### src/rtl/crack_pkg.sv
// Shared constants and state encodings for the crack dispatcher and its worker slots.
package crack_pkg;

    localparam int CHARSET_SIZE = 36;
    localparam int CHAR_MAX     = CHARSET_SIZE - 1;
    localparam int ASCII_BASE   = 48;

    typedef enum logic [1:0] {
        FREE,
        LOAD,
        ACTIVE
    } slot_state_t;

    typedef enum logic [1:0] {
        IDLE,
        RUN,
        ABORT,
        FINISH
    } top_state_t;

endpackage

### src/rtl/crack_slot.sv
// One worker slot: holds the job bounds and sequences the worker's rst/run handshake.
//   state  | meaning
//   FREE   | worker held in reset, slot can take a job
//   LOAD   | bounds registered, worker still in reset so it loads them
//   ACTIVE | worker running, waiting for its done
module crack_slot
    import crack_pkg::*;
(
    input  logic       clk,
    input  logic       rst_n,
    input  logic       issue,
    input  logic       abort,
    input  logic [5:0] job_from,
    input  logic [5:0] job_to,
    input  logic       w_found,
    input  logic       w_done,
    output logic       w_rst,
    output logic [5:0] w_from,
    output logic [5:0] w_to,
    output logic       is_free,
    output logic       hit
);

    slot_state_t state;

    always_ff @(posedge clk or negedge rst_n) begin
        if (!rst_n) begin
            state  <= FREE;
            w_rst  <= 1'b1;
            w_from <= '0;
            w_to   <= '0;
        end else if (abort) begin
            // bounds are kept so the hit's job stays visible after the abort
            state <= FREE;
            w_rst <= 1'b1;
        end else begin
            case (state)
                FREE: begin
                    if (issue) begin
                        state  <= LOAD;
                        w_from <= job_from;
                        w_to   <= job_to;
                    end
                end
                LOAD: begin
                    state <= ACTIVE;
                    w_rst <= 1'b0;
                end
                ACTIVE: begin
                    if (w_done) begin
                        state <= FREE;
                        w_rst <= 1'b1;
                    end
                end
                default: begin
                    state <= FREE;
                    w_rst <= 1'b1;
                end
            endcase
        end
    end

    assign is_free = (state == FREE);
    assign hit     = (state == ACTIVE) && w_found;

endmodule

### src/rtl/crack_dispatcher.sv
// Splits the first-character range into chunks and farms them out to password_cracker workers.
// Optional search time limit under CRACK_DISPATCH_TIMEOUT_EN.
//   state  | meaning
//   IDLE   | waiting for start
//   RUN    | issuing chunks, watching worker results
//   ABORT  | one cycle with every worker held in reset after a hit or timeout
//   FINISH | result published, done high
module crack_dispatcher
    import crack_pkg::*;
#(
    parameter int NUM_WORKERS = 4,
    parameter int CHUNK       = 9
`ifdef CRACK_DISPATCH_TIMEOUT_EN
    , parameter int TIMEOUT_CYCLES = 2000000
`endif
) (
    input  logic                                                   clk,
    input  logic                                                   rst_n,
    input  logic                                                   start,
    input  logic [31:0]                                            password,
    output logic                                                   busy,
    output logic                                                   done,
    output logic                                                   found,
    output logic [((NUM_WORKERS > 1) ? $clog2(NUM_WORKERS) : 1)-1:0] found_slot,
    output logic [5:0]                                             found_from,
    output logic [NUM_WORKERS-1:0]                                 w_rst,
    output logic [NUM_WORKERS*6-1:0]                               w_from,
    output logic [NUM_WORKERS*6-1:0]                               w_to,
    output logic [31:0]                                            w_password,
    input  logic [NUM_WORKERS-1:0]                                 w_found,
    input  logic [NUM_WORKERS-1:0]                                 w_done
`ifdef CRACK_DISPATCH_TIMEOUT_EN
    , output logic                                                 timeout
`endif
);

    localparam int SW = (NUM_WORKERS > 1) ? $clog2(NUM_WORKERS) : 1;

    top_state_t             state;
    logic [6:0]             next_from;
    logic [6:0]             to_raw;
    logic [5:0]             issue_to;
    logic [NUM_WORKERS-1:0] slot_free;
    logic [NUM_WORKERS-1:0] slot_hit;
    logic [NUM_WORKERS-1:0] issue_vec;
    logic [SW-1:0]          free_sel;
    logic [SW-1:0]          hit_sel;
    logic [5:0]             hit_from;
    logic                   free_any;
    logic                   hit_any;
    logic                   tmo_hit;
    logic                   accept;
    logic                   abort_slots;
    logic                   can_issue;
    logic                   exhausted;

    // Descending scan so the lowest index wins both selections.
    always_comb begin
        free_sel = '0;
        free_any = 1'b0;
        hit_sel  = '0;
        hit_any  = 1'b0;
        hit_from = '0;
        for (int i = NUM_WORKERS - 1; i >= 0; i--) begin
            if (slot_free[i]) begin
                free_sel = SW'(i);
                free_any = 1'b1;
            end
            if (slot_hit[i]) begin
                hit_sel  = SW'(i);
                hit_any  = 1'b1;
                hit_from = w_from[i*6 +: 6];
            end
        end
    end

    assign accept      = start && ((state == IDLE) || (state == FINISH));
    assign to_raw      = next_from + 7'(CHUNK - 1);
    assign issue_to    = (to_raw > 7'(CHAR_MAX)) ? 6'(CHAR_MAX) : to_raw[5:0];
    assign can_issue   = (state == RUN) && !hit_any && !tmo_hit && free_any
                         && (next_from <= 7'(CHAR_MAX));
    assign issue_vec   = can_issue ? (NUM_WORKERS'(1) << free_sel) : '0;
    assign exhausted   = (next_from > 7'(CHAR_MAX)) && (&slot_free);
    assign abort_slots = ((state == RUN) && (hit_any || tmo_hit)) || (state == ABORT);

    for (genvar g = 0; g < NUM_WORKERS; g++) begin : g_slot
        crack_slot u_slot (
            .clk      (clk),
            .rst_n    (rst_n),
            .issue    (issue_vec[g]),
            .abort    (abort_slots),
            .job_from (next_from[5:0]),
            .job_to   (issue_to),
            .w_found  (w_found[g]),
            .w_done   (w_done[g]),
            .w_rst    (w_rst[g]),
            .w_from   (w_from[g*6 +: 6]),
            .w_to     (w_to[g*6 +: 6]),
            .is_free  (slot_free[g]),
            .hit      (slot_hit[g])
        );
    end

    always_ff @(posedge clk or negedge rst_n) begin
        if (!rst_n) begin
            state      <= IDLE;
            busy       <= 1'b0;
            done       <= 1'b0;
            found      <= 1'b0;
            found_slot <= '0;
            found_from <= '0;
            w_password <= '0;
            next_from  <= '0;
        end else begin
            case (state)
                IDLE, FINISH: begin
                    if (accept) begin
                        state      <= RUN;
                        busy       <= 1'b1;
                        done       <= 1'b0;
                        found      <= 1'b0;
                        w_password <= password;
                        next_from  <= '0;
                    end else begin
                        state <= IDLE;
                    end
                end
                RUN: begin
                    if (hit_any) begin
                        found      <= 1'b1;
                        found_slot <= hit_sel;
                        found_from <= hit_from;
                        state      <= ABORT;
                    end else if (tmo_hit) begin
                        state <= ABORT;
                    end else if (exhausted) begin
                        done  <= 1'b1;
                        busy  <= 1'b0;
                        state <= FINISH;
                    end else if (can_issue) begin
                        next_from <= next_from + 7'(CHUNK);
                    end
                end
                ABORT: begin
                    done  <= 1'b1;
                    busy  <= 1'b0;
                    state <= FINISH;
                end
                default: state <= IDLE;
            endcase
        end
    end

`ifdef CRACK_DISPATCH_TIMEOUT_EN
    localparam int TW = $clog2(TIMEOUT_CYCLES + 1);
    logic [TW-1:0] tmo_cnt;

    assign tmo_hit = (state == RUN) && (tmo_cnt == '0);

    always_ff @(posedge clk or negedge rst_n) begin
        if (!rst_n) begin
            tmo_cnt <= '0;
            timeout <= 1'b0;
        end else if (accept) begin
            tmo_cnt <= TW'(TIMEOUT_CYCLES - 1);
            timeout <= 1'b0;
        end else begin
            if (busy && (tmo_cnt != '0)) tmo_cnt <= tmo_cnt - TW'(1);
            if (tmo_hit && !hit_any) timeout <= 1'b1;
        end
    end
`else
    assign tmo_hit = 1'b0;
`endif

endmodule

### config.mk
export PLATFORM = sky130hd
export DESIGN_NAME = crack_dispatcher
export DESIGN_NICKNAME = d
export VERILOG_FILES = /design/src/rtl/crack_pkg.sv /design/src/rtl/crack_slot.sv /design/src/rtl/crack_dispatcher.sv
export SDC_FILE = /design/constraint.sdc
export NUM_CORES = 1
export LEC_CHECK = 0
export CAP_MARGIN = 30
export CELL_PAD_IN_SITES_DETAIL_PLACEMENT = 1
export CELL_PAD_IN_SITES_GLOBAL_PLACEMENT = 2
export CORE_MARGIN = 2
export CORE_UTILIZATION = 34
export CTS_CLUSTER_SIZE = 10
export DETAILED_ROUTE_END_ITERATION = 16
export PLACE_DENSITY_LB_ADDON = 0.15
export SYNTH_ARGS = -nofsm -noshare
export SYNTH_HDL_FRONTEND = slang
export SYNTH_SLANG_ARGS = --single-unit
### constraint.sdc
create_clock -name clk -period 3.8 [get_ports clk]
set_clock_uncertainty 0.15 [all_clocks]
set_input_delay 0.76 -clock clk [delete_from_list [all_inputs] [get_ports clk]]
set_output_delay 0.76 -clock clk [all_outputs]
set_load 0.01 [all_outputs]
Word-level counts from Yosys, hierarchy flattened
Index checks and enable logic that the tools add are counted.
Operators by class
  reduce and logical (&&, ||, !) cells: 38
  mux-type cells: 69
  add/subtract/negate cells: 2
  bitwise logic cells: 1
  equal/unequal tests: 30
  shifts and indexed selects: 1
  $lt $le $gt $ge: 3
Operators by type and width (count)
  2-bit two-way mux: 22
  6-bit two-way mux: 5
  2-bit case mux with 3 select lines: 5
  7-bit two-way mux: 4
  3-bit inequality test, second input constant: 9
  1-bit two-way mux: 24
  2-bit inequality test, second input constant: 10
  2-bit AND reduction: 10
  1-bit case mux with 3 select lines: 6
  3-bit AND reduction: 6
  7-bit by 4-bit adder with 7-bit output, second input constant: 2
  7-bit by 6-bit > comparator with 1-bit output, second input constant: 2
  7-bit case mux with 2 select lines: 1
  2-bit equality test, second input constant: 6
  2-bit by 1-bit equality test with 1-bit output, second input constant: 5
  1-bit logical AND: 10
  2-bit zero test: 5
  7-bit by 6-bit <= comparator with 1-bit output, second input constant: 1
  5-bit AND reduction: 1
  4-bit two-way mux: 1
  4-bit AND reduction: 1
  1-bit by 2-bit left shift with 4-bit output, first input constant: 1
  1-bit logical OR: 2
  1-bit case mux with 2 select lines: 1
  other kinds (4): 4
Storage, ports and cells
  register bits: 112
  bits of input ports: 43
  word-level logic and storage cells: 168

Longest topological paths before layout
Gate-level depths: netlist of run 1.
  depth in word-level cells: 14
  depth in mapped cells: 8

Hierarchy
A second synthesis of run 1 with hierarchy kept.
Second synthesis, totals
  cells, all modules: 380
  area, all modules: 5004.8 µm²
Modules (own cells, without submodules)
  crack_dispatcher: cells an instance 232, sequential area each 1301.2 µm², area an instance 2612.5 µm², times used 1
  crack_slot: cells an instance 37, sequential area each 376.6 µm², area an instance 598.1 µm², times used 4

Worst setup path after synthesis of run 1
No wires, ideal clock.
  kind: reg2reg
  from: register next_from[3]
  to: register g_slot[0].u_slot.w_from[1]
  stages on the path, launching flop included: 9
  setup slack: 1390 ps
  required time: 3525 ps
  arrival time: 2135 ps
  cells stage by stage: dfrtp_1 -> clkbuf_1 -> inv_1 -> ha_1 -> a221oi_2 -> nor4_4 -> nand2_2 -> buf_2 -> mux2_2
On the way
  cells in the longest elaborated chain, start to end: 4
Ends and longest elaborated chain
  start, declared: RTL line crack_dispatcher.sv:40  | logic [6:0] next_from;
  start signal, assigned: RTL line crack_dispatcher.sv:141  | next_from <= next_from + 7'(CHUNK);
  7-bit by 6-bit <= comparator with 1-bit output: RTL line crack_dispatcher.sv:81  | && (next_from <= 7'(CHAR_MAX));
  1-bit logical AND: RTL line crack_dispatcher.sv:81
  4-bit two-way mux: RTL line crack_dispatcher.sv:82  | assign issue_vec = can_issue ? (NUM_WORKERS'(1) << free_sel) : '0;
  3-bit AND reduction (no line)
  end signal, assigned: RTL line crack_slot.sv:41  | w_from <= job_from;
  end, declared: RTL line crack_slot.sv:18  | output logic [5:0] w_from,
Every way passes these cells.
A chain may end at the register's enable or synchronous reset.

Final worst setup path of run 1
  from: register next_from[1]
  to: register g_slot[2].u_slot.w_from[3]
On the way
  cells in the longest elaborated chain, start to end: 4
Ends and longest elaborated chain (RTL line)
  7-bit by 6-bit <= comparator with 1-bit output: crack_dispatcher.sv:81
  1-bit logical AND: crack_dispatcher.sv:81
  4-bit two-way mux: crack_dispatcher.sv:82
  3-bit AND reduction (no line)
  end signal, assigned: crack_slot.sv:41
  end, declared: crack_slot.sv:18
Every way passes these cells.

==> results of run 1 <==
## stage by stage
step	area, um^2	utilization, %
floorplan	4955	-
global placement	6475	45.06
finish	6764	47.07
CTS	6764	47.07
global route	6764	47.07
detailed placement	6475	45.06
## flip-flops by register name, indices dropped and copies added (netlist names), 2 cells and up
signal,cells
found_slot,2
found_from,6
g_slot.u_slot.w_rst,4
next_from,7
state,2
g_slot.u_slot.state,8
g_slot.u_slot.w_from,24
g_slot.u_slot.w_to,24
w_password,32
## layer usage
metal / vias to the layer above / wire [um] / GRT usage [%]
li1: 1620 / - / -
met1: 1796 / 5553 / 21.14
met2: 101 / 5883 / 27.29
met3: 13 / 796 / 4.381
met4: 0 / 179 / 5.750
met5: - / 0 / 0
## placed cells by master (no fill, tap or decap), types with 3 or more instances in the layout
cell	instances
clkdlybuf4s50_1	136
dfrtp_1	108
mux2_2	63
nor2_1	21
mux2_4	18
inv_1	16
nand2_1	15
a21oi_1	13
o21ai_0	13
clkbuf_16	9
nand2b_1	8
o31ai_1	8
ha_1	7
nor3_1	6
a221oi_1	6
o22ai_1	6
nand3_1	5
dfstp_2	4
nor2b_1	3
nand3b_1	3
or2_2	3
buf_4	3
## worst max-delay path by stage
stage | to | slack (ps) | cells after the start
4_1_cts | g_slot[2].u_slot.w_from[1] | 830 | 6
2_1_floorplan | g_slot[0].u_slot.w_from[1] | 1390 | 8
6_report | g_slot[2].u_slot.w_from[3] | 880 | 6
3_5_place_dp | g_slot[2].u_slot.w_from[3] | 500 | 6
5_1_grt | g_slot[2].u_slot.w_from[3] | 650 | 6
3_3_place_gp | g_slot[3].u_slot.w_to[2] | 580 | 6
## synth_stat cells (all sizes together), types with 2 or more instances
cell / count
nand4: 3
dfrtp: 108
nor2b: 3
nand2b: 8
dfstp: 4
o21a: 2
nor3: 6
and3: 2
o21ai: 13
a221oi: 7
ha: 7
nand3: 7
mux2i: 2
a21oi: 13
nand2: 16
nor4: 4
nor2: 21
o22ai: 6
inv: 16
o31ai: 8
clkbuf: 9
buf: 11
or2: 3
a31oi: 2
nand3b: 5
mux2: 81
## layout make-up
type,instances,area [um^2],share of cell area (%)
Sequential cell,112,2808,41.51
Multi-Input combinational cell,233,1973,29.17
Inverter,16,60.06,0.8879
Clock buffer,9,225.2,3.330
Tap cell,184,230.2,3.404
Timing Repair Buffer,140,1404,20.75
Clock inverter,7,63.81,0.9434
## cell families after synthesis
kind of cell,share of synthesized area [%]
DFF,56.67
muxes,20.18
and+or+nand+nor,9.268
AOI/OAI and AO/OA,8.258
buffers and inverters,3.510
adders and majority gates,1.768
xor gates and xnor gates,0.3536
## power groups by stage
stage	Clock, mW	Combinational, mW	Sequential (mW)
floorplan	0	1.06	1.99
global route	1.00	2.37	1.99
CTS	0.968	2.21	1.92
finish	0.927	2.17	1.91
detailed placement	0	2.20	1.94
global placement	0	2.16	1.92
==> metrics, run 1 <==
combined area of all synthesized cells=4955 um^2; path type of the worst setup path=reg -> reg; CTS-repair resized insts=0; number of antenna cells inserted=0; vias after detailed routing=between 3000 and 4000; clock insertion delay at the later pin of the skew report=about 350 ps; share of the cycle needed by the critical path after routing=between 70% and 80%; power share of the sequential group=a little under two fifths; antenna violations before repair=0; final routed wirelength across all metal layers=12410 um; library cell contributing the largest single delay on the critical path=dfrtp_1; run status=finished clean; Worst R2R Setup Slack=approximately 900 ps; dpl hpwl=around 9000 um; detailed router's first-iteration violation count=79; post-route worst setup slack=just under 900 ps; critical path's top delay family=simple AND/OR/NAND/NOR gates; max-cap violation count=0; proportion of layout cells with a drive suffix above 1=between 20% and 30%; post-synthesis cell type with the largest combined area=dfrtp_1; highest fanout seen on the critical path=13; setup repair bufs after CTS=0; Critical R2R Launch=next_from[1]; capturing point of the worst reg2reg path=g_slot[2].u_slot.w_from[3]; die height=124.7 um; switching part of the total=roughly 34%; sequential cell area fraction in the yosys report=between 50% and 60%; Post-DRT Antenna Nets=0; cell internal pwr=between 3 and 4 mW; worst path arrival time=around 3000 ps; final setup violation count=0; Max Transition Viols Final=0; Avg Cell Area, Syn=about 13 um^2; top-level port count=138; clk slew on worst S/H paths=roughly 80 ps; total DRC errors in the routed layout=0; CP cell instances=ha_1, nor2b_1, a221oi_2, nor4_4, nand3_2, mux2_4; max-slew headroom at the worst pin=54.85%; Yosys Warn Count=0; fill cell instance count of the final layout=around 1500; post-synth top area share=about 55%; residual overflow from global routing=0; crit end category=flip-flop; maximum VDD drop=between 0.2 and 0.3 mV; Total GRT Usage=about 17%; row count=44; power spent charging and discharging nets=between 1.5 and 2 mW; count of flip-flops with a built-in enable after synthesis=0; Core Region=between 10000 and 15000 um^2; count of input and output buffers=about 140; final std cells w/o fill=701; number of buffers inserted by hold repair at cts=0; startpoint of the worst setup timing path=next_from[1]; effective utilization at floorplan=34.48%; count of endpoints failing hold in the final timing report=0; critical path data required time=about 3900 ps; nets@finish=~560; worst path bufs/invs=0; maximum number of pins on one net before global-route repair=64; maximum frequency from static timing analysis=between 0.3 and 0.4 GHz; syn_nets=between 400 and 500; Final Power=between 5 and 6 mW; Die Width=124.7 um; first-pass GRT wire length=20760 um; crit path time final=approximately 2900 ps; total clock buffers created by CTS=9; CTS H-tree lvls=3; path class of the lowest-slack min-delay path=in -> async; post-DR vias/cell=just over 5; number of storage elements in the synthesis netlist=112; placed instance count=685; transition time at the pin with the least slew margin=approximately 680 ps; largest stage delay on the critical path=between 500 and 600 ps; total clock sinks=between 100 and 150; clock tree from TritonCTS=yes; clock power share=between 10% and 20%; RSZ-0062 raised after global routing=no; via count of the first global-routing pass=3936; CTS max path bufs=2; worst setup timing slack at the placement stage=about 500 ps; routability-driven placement congestion ratio=roughly 0.77; number of unique standard cell types used by synthesis=50; Synth area leaders=dfrtp_1 55%, mux2_2 14%, mux2_4 5.5%, dfstp_2 2.1%, ha_1 1.8%; area of the die=~16000 um^2; Worst Hold Slack=277.3 ps; Setup crit start kind=flip-flop; fraction of synthesis flops using an asynchronous set or reset pin=100.0%; buffer type at the clock tree root=clkbuf_16; Worst Reg-to-Reg Cells=6; Logic pwr share=about 43%; most used flip-flop cell after synthesis=dfrtp_1; average wire length per cell after detail routing=between 15 and 20 um; Pleak=approximately 3 nW; area added between synthesis and finish=36.52%; number of iterations in the first detailed-routing pass=4; setup tns final=0 ps; gate count of the mapped netlist=roughly 380; power density relative to cell area=between 700 and 800 nW/um^2
(Power assumes the default switching activity.)
==> run 2: changes to the inputs <==
- CORE_UTILIZATION: 34 -> 31
- clock period: 3.8 -> 3 ns (I/O delays scaled with it)
==> run 2 against run 1 <==
- non-clock buffer count grew 12
- combinational power grew 31%
- sequential power is 24% higher
- critical path type unchanged
- critical endpoint is now g_slot[2].u_slot.w_from[5]
==> metrics, run 2 (same netlist as run 1, synthesis figures left out) <==
run status=finished clean; library cell contributing the largest single delay on the critical path=a221oi_2; max-slew headroom at the worst pin=56.89% (+2.0 points); path type of the worst setup path=reg -> reg; count of input and output buffers=137 (unchanged); top-level port count=138 (unchanged); antenna violations before repair=0 (unchanged); Total GRT Usage=15.66% (-0.92 points); proportion of layout cells with a drive suffix above 1=24.43% (+1.4 points); critical path data required time=3080 ps (-810 ps); maximum VDD drop=0.3436 mV (+32%); Core Region=15770 um^2 (+9.8%); highest fanout seen on the critical path=13 (unchanged); setup tns final=0 ps (unchanged); final setup violation count=0 (unchanged); dpl hpwl=9403 um (+5.1%); RSZ-0062 raised after global routing=no; buffer type at the clock tree root=clkbuf_16; worst path arrival time=2490 ps (-520 ps); Critical R2R Launch=next_from[0]; power share of the sequential group=37.4% (-0.8 points); first-pass GRT wire length=20590 um (-0.80%); number of flip-flops under the largest register name=32 (unchanged); capturing point of the worst reg2reg path=g_slot[2].u_slot.w_from[5]; critical path's top delay family=compound AO/OA/AOI/OAI gates; commonest non-fill, non-tap cells in the layout=136 x clkdlybuf4s50_1, 108 x dfrtp_1, 63 x mux2_2, 21 x nor2_1, 18 x mux2_4; CTS H-tree lvls=3 (unchanged); vias after detailed routing=3553 (+0.65%); final routed wirelength across all metal layers=12700 um (+2.3%); cell internal pwr=4.181 mW (+27%); largest stage delay on the critical path=490 ps (-80 ps); total clock buffers created by CTS=9 (unchanged); largest reg by FF count=w_password; transition time at the pin with the least slew margin=646.6 ps (-30.71 ps); maximum frequency from static timing analysis=0.4149 GHz (+21%); worst setup timing slack at the placement stage=283.1 ps (-212.8 ps); clock tree from TritonCTS=yes; detailed router's first-iteration violation count=113 (+43%); Regs by FF count=w_password (32), g_slot.u_slot.w_from (24), g_slot.u_slot.w_to (24); crit end category=flip-flop; Worst Reg-to-Reg Cells=7 (+1); clk slew on worst S/H paths=70 ps (about the same); residual overflow from global routing=0 (unchanged); setup repair bufs after CTS=0 (unchanged); instance area after placement=6605 um^2 (+2.0%); effective utilization at floorplan=31.42% (-3.1 points); number of iterations in the first detailed-routing pass=4 (unchanged); clock power share=17.7% (-0.8 points); Max Transition Viols Final=0 (unchanged); CTS max path bufs=2 (unchanged); Final Power=6.350 mW (+27%); via count of the first global-routing pass=3914 (-0.56%); number of antenna cells inserted=0 (unchanged); startpoint of the worst setup timing path=next_from[0]; maximum number of pins on one net before global-route repair=46 (-28%); average wire length per cell after detail routing=17.06 um (-3.6%); post-route worst setup slack=589.6 ps (-287.1 ps); power spent charging and discharging nets=2.169 mW (+26%); Worst R2R Setup Slack=590 ps (-290 ps); count of endpoints failing hold in the final timing report=0 (unchanged); power density relative to cell area=923.5 nW/um^2 (+25%); share of the cycle needed by the critical path after routing=80.35% (+3.4 points); Setup crit start kind=flip-flop; CP cell instances=ha_1, nor2b_1, a221oi_2, nor4_4, nand3_2, buf_4, mux2_2; Logic pwr share=44.9% (+1.6 points); die height=130.4 um (+4.6%); number of buffers inserted by hold repair at cts=0 (unchanged); total DRC errors in the routed layout=0 (unchanged); Pleak=3.053 nW (+1.7%); most frequent standard cell in the layout excluding fill and tap cells=clkdlybuf4s50_1; max-cap violation count=0 (unchanged); worst path bufs/invs=1 (+1); final non-filler cell area=6877 um^2 (+1.7%); total clock sinks=112 (unchanged); area added between synthesis and finish=38.79%; post-DR vias/cell=4.776 (-5.2%); routability-driven placement congestion ratio=0.7379 (-3.6%); CTS-repair resized insts=0 (unchanged); row count=46 (+4.5%); area of the die=17010 um^2 (+9.4%); Post-DRT Antenna Nets=0 (unchanged); Die Width=130.4 um (+4.6%); clock insertion delay at the later pin of the skew report=350 ps (about the same); switching part of the total=34.16% (-0.29 points); Final Core Density=43.61% (-3.5 points); path class of the lowest-slack min-delay path=in -> async; crit path time final=2410 ps (-512.9 ps); nets@finish=574 (+2.1%)
[run 2: how the worst max path moves through the flow]
stage               depth (start not counted)                          to
detailed placement                          6  g_slot[0].u_slot.w_from[1]
finish                                      7  g_slot[2].u_slot.w_from[5]
global route                                6                next_from[0]
CTS                                         5  g_slot[0].u_slot.w_from[4]
floorplan                                   8  g_slot[0].u_slot.w_from[1]
global placement                            6  g_slot[0].u_slot.w_from[2]
[run 2: per-stage QoR]
step	hold WS, ps	instances
6_report	119.3	744
5_1_grt	150.4	744
4_1_cts	123.4	744
3_5_place_dp	318.5	729
3_3_place_gp	312.3	729
2_1_floorplan	154.4	381
[run 2: metal layers]
layer	vias to the layer above	track usage, %	wire length (um)
li1	1637	-	-
met1	1793	20.20	5734
met2	109	25.62	5976
met3	14	4.194	798
met4	0	5.444	186
met5	-	0	0
[run 2: power by group through the flow]
stage	clock network (mW)	registers (mW)	logic (mW)
after floorplan	0	2.53	1.35
after global placement	0	2.38	2.84
after detailed placement	0	2.41	2.90
after CTS	1.18	2.38	2.91
after global routing	1.24	2.45	3.13
final	1.12	2.37	2.85
[run 2: final cells by class]
type,count,area [um^2]
repair buffers,152,1494
flip-flops and latches,112,2808
inverters,16,60.06
fillers,1709,8894
clock buffers,10,229.0
multi-input cells,233,1973
clock inverters,5,42.54
well taps,216,270.3
==> run 3: changes to the inputs <==
- CORE_UTILIZATION: 31 -> 28
- clock period: 3 -> 2 ns (I/O delays scaled with it)
==> run 3 against run 2 <==
- the run now ends with negative setup slack left
- worst hold slack better by 220 ps
- largest power group unchanged
- setup slack lost 790 ps
- register-to-register slack worse by 790 ps
- highest routed layer unchanged
- non-clock buffer count up 64
- clock-buffer cell count fell by 1
- flip-flop and latch count unchanged
- die area is 10% higher
- cell count grew 10%
==> metrics, run 3 (same netlist as run 1, synthesis figures left out) <==
run status=complete, but fails checks; violations in the final reports=negative setup slack; share of the cycle needed by the critical path after routing=109.8% (+29 points); CTS H-tree lvls=3 (unchanged); path type of the worst setup path=reg -> reg; average wire length per cell after detail routing=17.87 um (+4.7%); top-level port count=138 (unchanged); total clock sinks=112 (unchanged); Die Width=137.0 um (+5.1%); residual overflow from global routing=0 (unchanged); WL met1=6512 um (+14%); number of antenna cells inserted=0 (unchanged); transition time at the pin with the least slew margin=518.1 ps (-128.5 ps); post-route worst setup slack=-196.6 ps (-786.2 ps); worst path arrival time=2290 ps (-200 ps); nets@finish=639 (+11%); vias after detailed routing=3839 (+8.0%); RSZ-0062 raised after global routing=yes; final routed wirelength across all metal layers=14630 um (+15%); length of routed met3 wiring=966 um (+21%); crit path time final=2197 ps (-213.8 ps); Pleak=3.555 nW (+16%); area of the die=18780 um^2 (+10%); largest reg by FF count=w_password; maximum VDD drop=0.5527 mV (+61%); final setup violation count=53 (+53); number of iterations in the first detailed-routing pass=4 (unchanged); Core Region=17300 um^2 (+9.7%); maximum number of pins on one net before global-route repair=37 (-20%); crit-path most repeated cell=buf_12; commonest non-fill, non-tap cells in the layout=133 x clkdlybuf4s50_1, 107 x dfrtp_1, 66 x buf_4, 47 x mux2_4, 34 x mux2_2; highest fanout seen on the critical path=6 (-7); critical path data required time=2090 ps (-990 ps); clock insertion delay at the later pin of the skew report=360 ps (about the same); max-slew headroom at the worst pin=65.14% (+8.2 points); placed instance count=791 (+8.5%); area added between synthesis and finish=57.10%; routed length on met2=6852 um (+15%); path class of the lowest-slack min-delay path=reg -> reg; CP cell instances=ha_2, nor2b_4, a221oi_4, buf_4, nor4_4, buf_12, buf_12, nand3b_4, mux2_4; Post-DRT Antenna Nets=0 (unchanged); number of flip-flops under the largest register name=32 (unchanged); maximum frequency from static timing analysis=0.4553 GHz (+9.7%); detailed router's first-iteration violation count=111 (-1.8%); dpl hpwl=10490 um (+12%); via count of the first global-routing pass=4263 (+8.9%); max-cap violation count=0 (unchanged); Regs by FF count=w_password (32), g_slot.u_slot.w_from (24), g_slot.u_slot.w_to (24); top routing layer in use=met4; count of endpoints failing hold in the final timing report=0 (unchanged); final std cells w/o fill=819 (+10%); Setup crit start kind=flip-flop; largest stage delay on the critical path=400 ps (-90 ps); Final Power=10.94 mW (+72%); total clock buffers created by CTS=9 (unchanged); antenna violations before repair=0 (unchanged); die height=137.0 um (+5.1%); library cell contributing the largest single delay on the critical path=dfrtp_1; Max Transition Viols Final=0 (unchanged); routability-driven placement congestion ratio=0.7593 (+2.9%); post-DR vias/cell=4.687 (-1.8%); row count=48 (+4.3%); effective utilization at floorplan=28.65% (-2.8 points); crit end category=flip-flop; buffer type at the clock tree root=clkbuf_16; proportion of layout cells with a drive suffix above 1=35.52% (+11 points); total DRC errors in the routed layout=0 (unchanged); Final Core Density=45.00% (+1.4 points); power density relative to cell area=1405 nW/um^2 (+52%); most frequent standard cell in the layout excluding fill and tap cells=clkdlybuf4s50_1; count of input and output buffers=137 (unchanged); CTS max path bufs=2 (unchanged); Total GRT Usage=16.12% (+0.46 points); clk slew on worst S/H paths=80 ps (about the same); first-pass GRT wire length=23060 um (+12%); clock tree from TritonCTS=yes
-- run 3: per-stage QoR --
stage	TNS (ps)	instance area (um^2)	setup WS (ps)	hold slack [ps]
floorplan	-3627	5084	-111.7	-45.59
global placement	-22510	7184	-448.1	211.8
detailed placement	-24890	7184	-482.5	218.4
CTS	-8790	7699	-205.1	344.2
global route	-13480	7784	-304.7	377.3
finish	-8051	7784	-196.6	337.9
-- run 3: layout make-up --
cell class	count	area (um^2)
fill	1818	9513
sequential	112	2809
multi-input combinational	234	2233
timing repair buffer	216	2110
tap	225	281.5
clock buffer	9	225.2
clock inverter	7	62.56
inverter	16	62.56
-- run 3: metal layers --
layer	global-route usage [%]	up-vias
li1	-	1776
met1	20.34	1926
met2	26.20	117
met3	4.556	20
met4	6.071	0
met5	0	-
-- run 3: power breakdown --
part	switching [mW]	leakage [nW]	internal [mW]
Combinational	2.34	1.96	3.24
Clock	0.932	0.144	0.877
Sequential	0.493	1.45	3.05
Total	3.77	3.56	7.17
-- run 3: path summary, 6_finish.rpt --
| path | startpoint | end | slack (ps) | depth (start not counted) |
|---|---|---|---|---|
| min in group asynchronous | rst_n | found_slot[0] | 360 | 2 |
| worst min-delay path | found_from[5] | found_from[5] | 340 | 2 |
| worst max-delay path | next_from[1] | g_slot[1].u_slot.w_from[4] | -200 | 9 |
| max in group asynchronous | rst_n | next_from[4] | 770 | 3 |
| worst max register to register | next_from[1] | g_slot[1].u_slot.w_from[4] | -200 | 9 |
| worst min register to register | found_from[5] | found_from[5] | 340 | 2 |
-- run 3: repair_timing --
item / in CTS / in global routing
gates cloned: 1 / 1
buffers inserted: 10 / 4
endpoints found under the setup margin: 59 / 85
pin swaps: 8 / 2
hold buffers: 1 / 0
gates resized for setup: 34 / 13
endpoints found under the hold margin: 19 / 0
-- run 3: worst max-delay path: cells and delay by family (launching register included) --
family / cells / cell delay [ps]
compound gates: 1 / 250
fa+ha+maj: 1 / 190
buf+inv: 3 / 450
flops: 1 / 400
mux: 1 / 310
simple gates: 3 / 320
